`src/rtl/stream_framer_pkg.sv`:
```
// Shared types and constants for the stream framer.
// Holds the framing FSM state encoding and default counter width.
`timescale 1ns/1ps
package stream_framer_pkg;
    localparam int LEN_WIDTH_DEF = 16;

    typedef enum logic {
        HUNT,
        PAYLOAD
    } state_t;
endpackage

```
`src/rtl/axis_reg_slice.sv`:
```
// Single-stage AXI-Stream output register.
// Accepts a new word whenever the register is empty or being drained.
`timescale 1ns/1ps
module axis_reg_slice #(
    parameter int WIDTH = 34
) (
    input  logic             clk,
    input  logic             resetn,
    input  logic [WIDTH-1:0] in_data,
    input  logic             in_valid,
    output logic             in_ready,
    output logic [WIDTH-1:0] out_data,
    output logic             out_valid,
    input  logic             out_ready
);
    assign in_ready = !out_valid || out_ready;

    always_ff @(posedge clk) begin
        if (!resetn) begin
            out_valid <= 1'b0;
            out_data  <= '0;
        end else if (in_valid && in_ready) begin
            out_valid <= 1'b1;
            out_data  <= in_data;
        end else if (out_ready) begin
            out_valid <= 1'b0;
        end
    end
endmodule

```
`src/rtl/stream_framer.sv`:
```
// Frames an incoming word stream into header+payload packets.
// Idle words are stripped; stray words are dropped and counted.
`timescale 1ns/1ps
module stream_framer
    import stream_framer_pkg::*;
#(
    parameter int DATA_WIDTH = 32,
    parameter int LEN_WIDTH  = LEN_WIDTH_DEF
) (
    input  logic                  clk,
    input  logic                  resetn,
    input  logic [DATA_WIDTH-1:0] axis_in_tdata,
    input  logic                  axis_in_tvalid,
    output logic                  axis_in_tready,
    output logic [DATA_WIDTH-1:0] axis_out_tdata,
    output logic                  axis_out_tvalid,
    input  logic                  axis_out_tready,
    output logic                  axis_out_tlast,
    output logic                  axis_out_tuser,
    input  logic [DATA_WIDTH-1:0] idle_word,
    input  logic [DATA_WIDTH-1:0] idle_word_BX0,
    input  logic [DATA_WIDTH-1:0] header,
    input  logic [DATA_WIDTH-1:0] header_BX0,
    input  logic [DATA_WIDTH-1:0] header_mask,
    input  logic [LEN_WIDTH-1:0]  pkt_len,
    input  logic                  fc_linkReset,
    input  logic                  counter_clear,
    output logic [LEN_WIDTH-1:0]  pkt_count,
    output logic [LEN_WIDTH-1:0]  idle_count,
    output logic [LEN_WIDTH-1:0]  err_count
);
    state_t               state, state_nx;
    logic [LEN_WIDTH-1:0] cnt, cnt_nx;
    logic                 user, user_nx;
    logic                 accept, idle_hit, hdr_hit, bx0_hit;
    logic                 fwd, fwd_last, fwd_user;
    logic                 inc_idle, inc_err, inc_pkt;

    assign accept   = axis_in_tvalid && axis_in_tready;
    assign idle_hit = (axis_in_tdata == idle_word) ||
                      (axis_in_tdata == idle_word_BX0);
    assign bx0_hit  = (axis_in_tdata & header_mask) ==
                      (header_BX0 & header_mask);
    assign hdr_hit  = (axis_in_tdata & header_mask) ==
                      (header & header_mask);

    always_ff @(posedge clk) begin
        if (!resetn) begin
            state <= HUNT;
            cnt   <= '0;
            user  <= 1'b0;
        end else begin
            state <= state_nx;
            cnt   <= cnt_nx;
            user  <= user_nx;
        end
    end

    always_comb begin
        state_nx = state;
        cnt_nx   = cnt;
        user_nx  = user;
        fwd      = 1'b0;
        fwd_last = 1'b0;
        fwd_user = user;
        inc_idle = 1'b0;
        inc_err  = 1'b0;
        inc_pkt  = 1'b0;
        if (fc_linkReset) begin
            // Resync drops the beat in flight; only an open packet is an error
            state_nx = HUNT;
            cnt_nx   = '0;
            inc_err  = (state == PAYLOAD);
        end else if (accept) begin
            unique case (state)
                HUNT: begin
                    if (idle_hit) begin
                        inc_idle = 1'b1;
                    end else if (bx0_hit || hdr_hit) begin
                        fwd      = 1'b1;
                        fwd_user = bx0_hit;
                        user_nx  = bx0_hit;
                        if (pkt_len == '0) begin
                            fwd_last = 1'b1;
                            inc_pkt  = 1'b1;
                        end else begin
                            cnt_nx   = pkt_len;
                            state_nx = PAYLOAD;
                        end
                    end else begin
                        inc_err = 1'b1;
                    end
                end
                PAYLOAD: begin
                    fwd    = 1'b1;
                    cnt_nx = cnt - LEN_WIDTH'(1);
                    if (cnt == LEN_WIDTH'(1)) begin
                        fwd_last = 1'b1;
                        inc_pkt  = 1'b1;
                        state_nx = HUNT;
                    end
                end
            endcase
        end
    end

    // Counters saturate; a clear beats any same-cycle increment
    always_ff @(posedge clk) begin
        if (!resetn || counter_clear) begin
            pkt_count  <= '0;
            idle_count <= '0;
            err_count  <= '0;
        end else begin
            if (inc_pkt && pkt_count != '1)
                pkt_count <= pkt_count + LEN_WIDTH'(1);
            if (inc_idle && idle_count != '1)
                idle_count <= idle_count + LEN_WIDTH'(1);
            if (inc_err && err_count != '1)
                err_count <= err_count + LEN_WIDTH'(1);
        end
    end

    axis_reg_slice #(
        .WIDTH(DATA_WIDTH + 2)
    ) u_slice (
        .clk       (clk),
        .resetn    (resetn),
        .in_data   ({fwd_last, fwd_user, axis_in_tdata}),
        .in_valid  (fwd),
        .in_ready  (axis_in_tready),
        .out_data  ({axis_out_tlast, axis_out_tuser, axis_out_tdata}),
        .out_valid (axis_out_tvalid),
        .out_ready (axis_out_tready)
    );
endmodule

```
`config.mk`:
```
export PLATFORM = sky130hd
export DESIGN_NAME = stream_framer
export DESIGN_NICKNAME = d
export VERILOG_FILES = /design/src/rtl/stream_framer_pkg.sv /design/src/rtl/axis_reg_slice.sv /design/src/rtl/stream_framer.sv
export SDC_FILE = /design/constraint.sdc
export NUM_CORES = 1
export LEC_CHECK = 0
export BUFFER_PORTS_ARGS = -buffer_cell sky130_fd_sc_hd__buf_2
export CORE_MARGIN = 4
export CORE_UTILIZATION = 48
export DETAILED_ROUTE_END_ITERATION = 8
export HOLD_SLACK_MARGIN = 0.06
export PLACE_DENSITY = 0.83
export SLEW_MARGIN = 20
export SYNTH_ARGS = -nofsm -noshare
export SYNTH_HDL_FRONTEND = slang
export SYNTH_HIERARCHICAL = 1
export SYNTH_SLANG_ARGS = --single-unit
```
`constraint.sdc`:
```
create_clock -name clk -period 3.7 [get_ports clk]
set_clock_uncertainty 0.2 [all_clocks]
set_input_delay 0.555 -clock clk [delete_from_list [all_inputs] [get_ports clk]]
set_output_delay 0.555 -clock clk [all_outputs]
set_load 0.1 [all_outputs]
```
==> flow_summary.yaml <==
run_status:
  status: "complete, no violations"
pwr:
  leakagePower_uw: 0.00377
  finalPower_uw: 2460
  ir_drop_uv: 357
  power_density_nw_per_um2: 290
min_path:
  min_path_cells: 2
  holdCritPathClass: "flop to flop"
logic_synthesis:
  synthCells: 780
  synth-seq-cells: 101
  synth-simple-area-share: 0.245
  synth_area_um2: 6540
  synthAdderAreaFrac: 0.00957
  ys_top_cells_by_area: "dfxtp_1 (31%), xor2_1 (19%), mux2i_1 (7.0%), nand2_1 (6.5%), a22oi_1 (3.9%)"
  synth_xor_area_frac: 0.202
  synth_edf_count: 0
  post-synth-top-area-cell: "dfxtp_1"
  ys_types: 62
  ys.flop_type: "dfxtp_1"
  synth_compound_area_frac: 0.131
  seq_area_frac_synth: 0.309
  async_reset_ff_frac: 0
  yosysWarningCount: 6
  syn_avg_cell_area_um2: 8.38
  synth_top_family_by_area: "simple AND/OR/NAND/NOR gates"
  synthMuxAreaShare: 0.0705
  syn-num-nets: 999
  yosysTopAreaCellShare: 0.309
floorplan:
  start_util: 0.492
  io_pins: 298
  dieWidth_um: 125
  rows: 42
  core-area_um2: 13300
  fp.dieH_um: 125
  dieArea_um2: 15500
timing:
  period_needed_ps: 3170
  worstMarginPinSlew_ps: 681
  finalSetupTns_ps: 0
  fmax_mhz: 315
  relSlewSlack: 0.546
  setup_viol: 0
  holdWs_ps: 255
  hold_viol: 0
  fin_crit_sh: 0.857
  rsz0062_at_grt: "false"
  slew_viol_final: 0
global_routing:
  use_met3: 0.0635
  met1_usage: 0.314
  track_usage: 0.278
  grt_start_max_net_pins: 72
  busiest_layer: "met2"
  grt_pass1_vias: 6778
  antenna_found_initial: 5
  grt_first_pass_wirelength_um: 35100
  overflow: 0
  gr-usage-met2: 0.500
clocking:
  path_clk_slew_ps: 70
  cts_resized: 0
  post_cts.repair.setup_buffers: 0
  htreeDepth: 3
  cts_buffer_depth: 2
  cts_buffers: 9
  cts_sinks: 101
  clock_latency_ps: 340
  cts_tree: "done"
  hold_buffers: 0
  cts_root_buf: "clkbuf_16"
route:
  wirelength_um: 22600
  vias: 6937
  wl_per_cell_um: 18.0
  ant_nets: 0
  firstDrtPassIters: 5
  drc_errors: 0
  drt_iter0_drc: 422
  vias_per_cell: 5.52
final_layout:
  final_common_cell: "buf_2"
  fin_util: 0.637
  final_cell_mix: "buf_2 (297), xor2_1 (139), nand2_1 (113)"
  final.fill_count: 1183
  area_growth_pct: 29.6
  final_nets: 1290
  drive_above_1_share: 0.319
critical_path:
  path_cells: "buf_2 > xor2_1 > a22oi_1 > nand4_1 > nor4_2 > o21ai_1 > a21oi_1 > nand2_1 > o22ai_1"
  crit_type: "primary input to flop"
  cp.depth: 9
  ff2ff_path_depth: 8
  critPathBufInv: 1
  worst-path-max-fanout: 11
  slowest_delay_ps: 530
  cp-end-kind: "flop"
  start_kind: "primary input"
  required_ps: 3770
  worstPathArrival_ps: 3240
  crit_family: "compound AO/OA/AOI/OAI gates"
  slowest_stage: "nor4_2"
placed_design:
  routabilityCongestion: 1.11
  hpwl_um: 18200
  io_buffers: 297
job:
  drv_cap: 0
## power by group
part           internal (uW)  switching [uW]
sequential              1090           0.711
combinational            180             222
clock                    545             424
total                   1810             647
## layer usage
metal,vias to the layer above,wire [um]
met2,273,11800
met1,3248,8520
li1,3370,-
met5,-,0
met4,0,750
met3,46,1450
## cells by family (layout without fill, tap and decap cells)
logic type,count (synthesis),count (layout)
AND/OR/NAND/NOR,319,319
other,0,5
adder cells (fa/ha/maj),5,5
flip-flops,101,101
multiplexers,46,46
XOR/XNOR,151,151
AO/OA/AOI/OAI,122,122
buffers and inverters,36,331
## synth_stat cells, drive strengths merged, types with 2 or more instances
library cell / instances
xor2: 139
nand2: 114
dfxtp: 101
nor2: 61
mux2i: 46
a22oi: 34
nor4: 28
a21oi: 27
nand4: 26
nand3: 22
buf: 17
o21ai: 16
nor3: 14
clkbuf: 12
o22ai: 12
xnor2: 12
nand2b: 10
and2: 8
and3: 7
inv: 7
o31ai: 6
or3: 6
ha: 5
nand3b: 5
or4: 5
a31o: 4
a31oi: 3
a41o: 3
and4: 3
nor2b: 3
o41ai: 3
or2: 3
a21bo: 2
a32o: 2
nand4b: 2
o311ai: 2
## final timing paths
kind / start / endpoint / slack [ps]
hold / removal: u_slice/out_data[8]$_SDFFE_PN0P_ / u_slice/out_data[8]$_SDFFE_PN0P_ / 260
setup reg to reg: cnt[4]$_SDFFE_PP0P_ / pkt_count[9]$_SDFFE_PP0P_ / 800
hold reg to reg: u_slice/out_data[8]$_SDFFE_PN0P_ / u_slice/out_data[8]$_SDFFE_PN0P_ / 260
setup / recovery: axis_in_tdata[28] / cnt[4]$_SDFFE_PP0P_ / 530
## per-stage QoR
step | std cells | area, um2 | worst slack (ps)
global placement | 1236 | 8160 | 231
detailed placement | 1236 | 8160 | 150
CTS | 1251 | 8460 | 516
global route | 1256 | 8470 | 240
floorplan | 780 | 6540 | 428
finish | 1256 | 8470 | 529
## worst register-to-register path: stages, from the launching register on
cell and delay, ps:
dfxtp_1 370, nor4_1 620, nand4_1 150, or2_0 260, nand2_1 170, o311ai_1 190, a21oi_4 450, a31oi_1 170
a41o_1 220
## registers in the layout (all words and copies together), names as in the netlist
register	flops
idle_count	16
u_slice/out_data	34
pkt_count	16
cnt	16
u_slice/out_valid	1
user	1
state	1
err_count	16
## cell type report
type | instances | area [um2] | area share
flip-flops and latches | 101 | 2020 | 0.239
repair buffers | 309 | 1590 | 0.188
multi-input cells | 643 | 4300 | 0.508
inverters | 7 | 26.3 | 0.00310
diodes | 5 | 12.5 | 0.00148
clock buffers | 11 | 243 | 0.0287
well taps | 176 | 220 | 0.0260
clock inverters | 4 | 56.3 | 0.00665
Note: power is estimated with default switching activity, not from simulation.
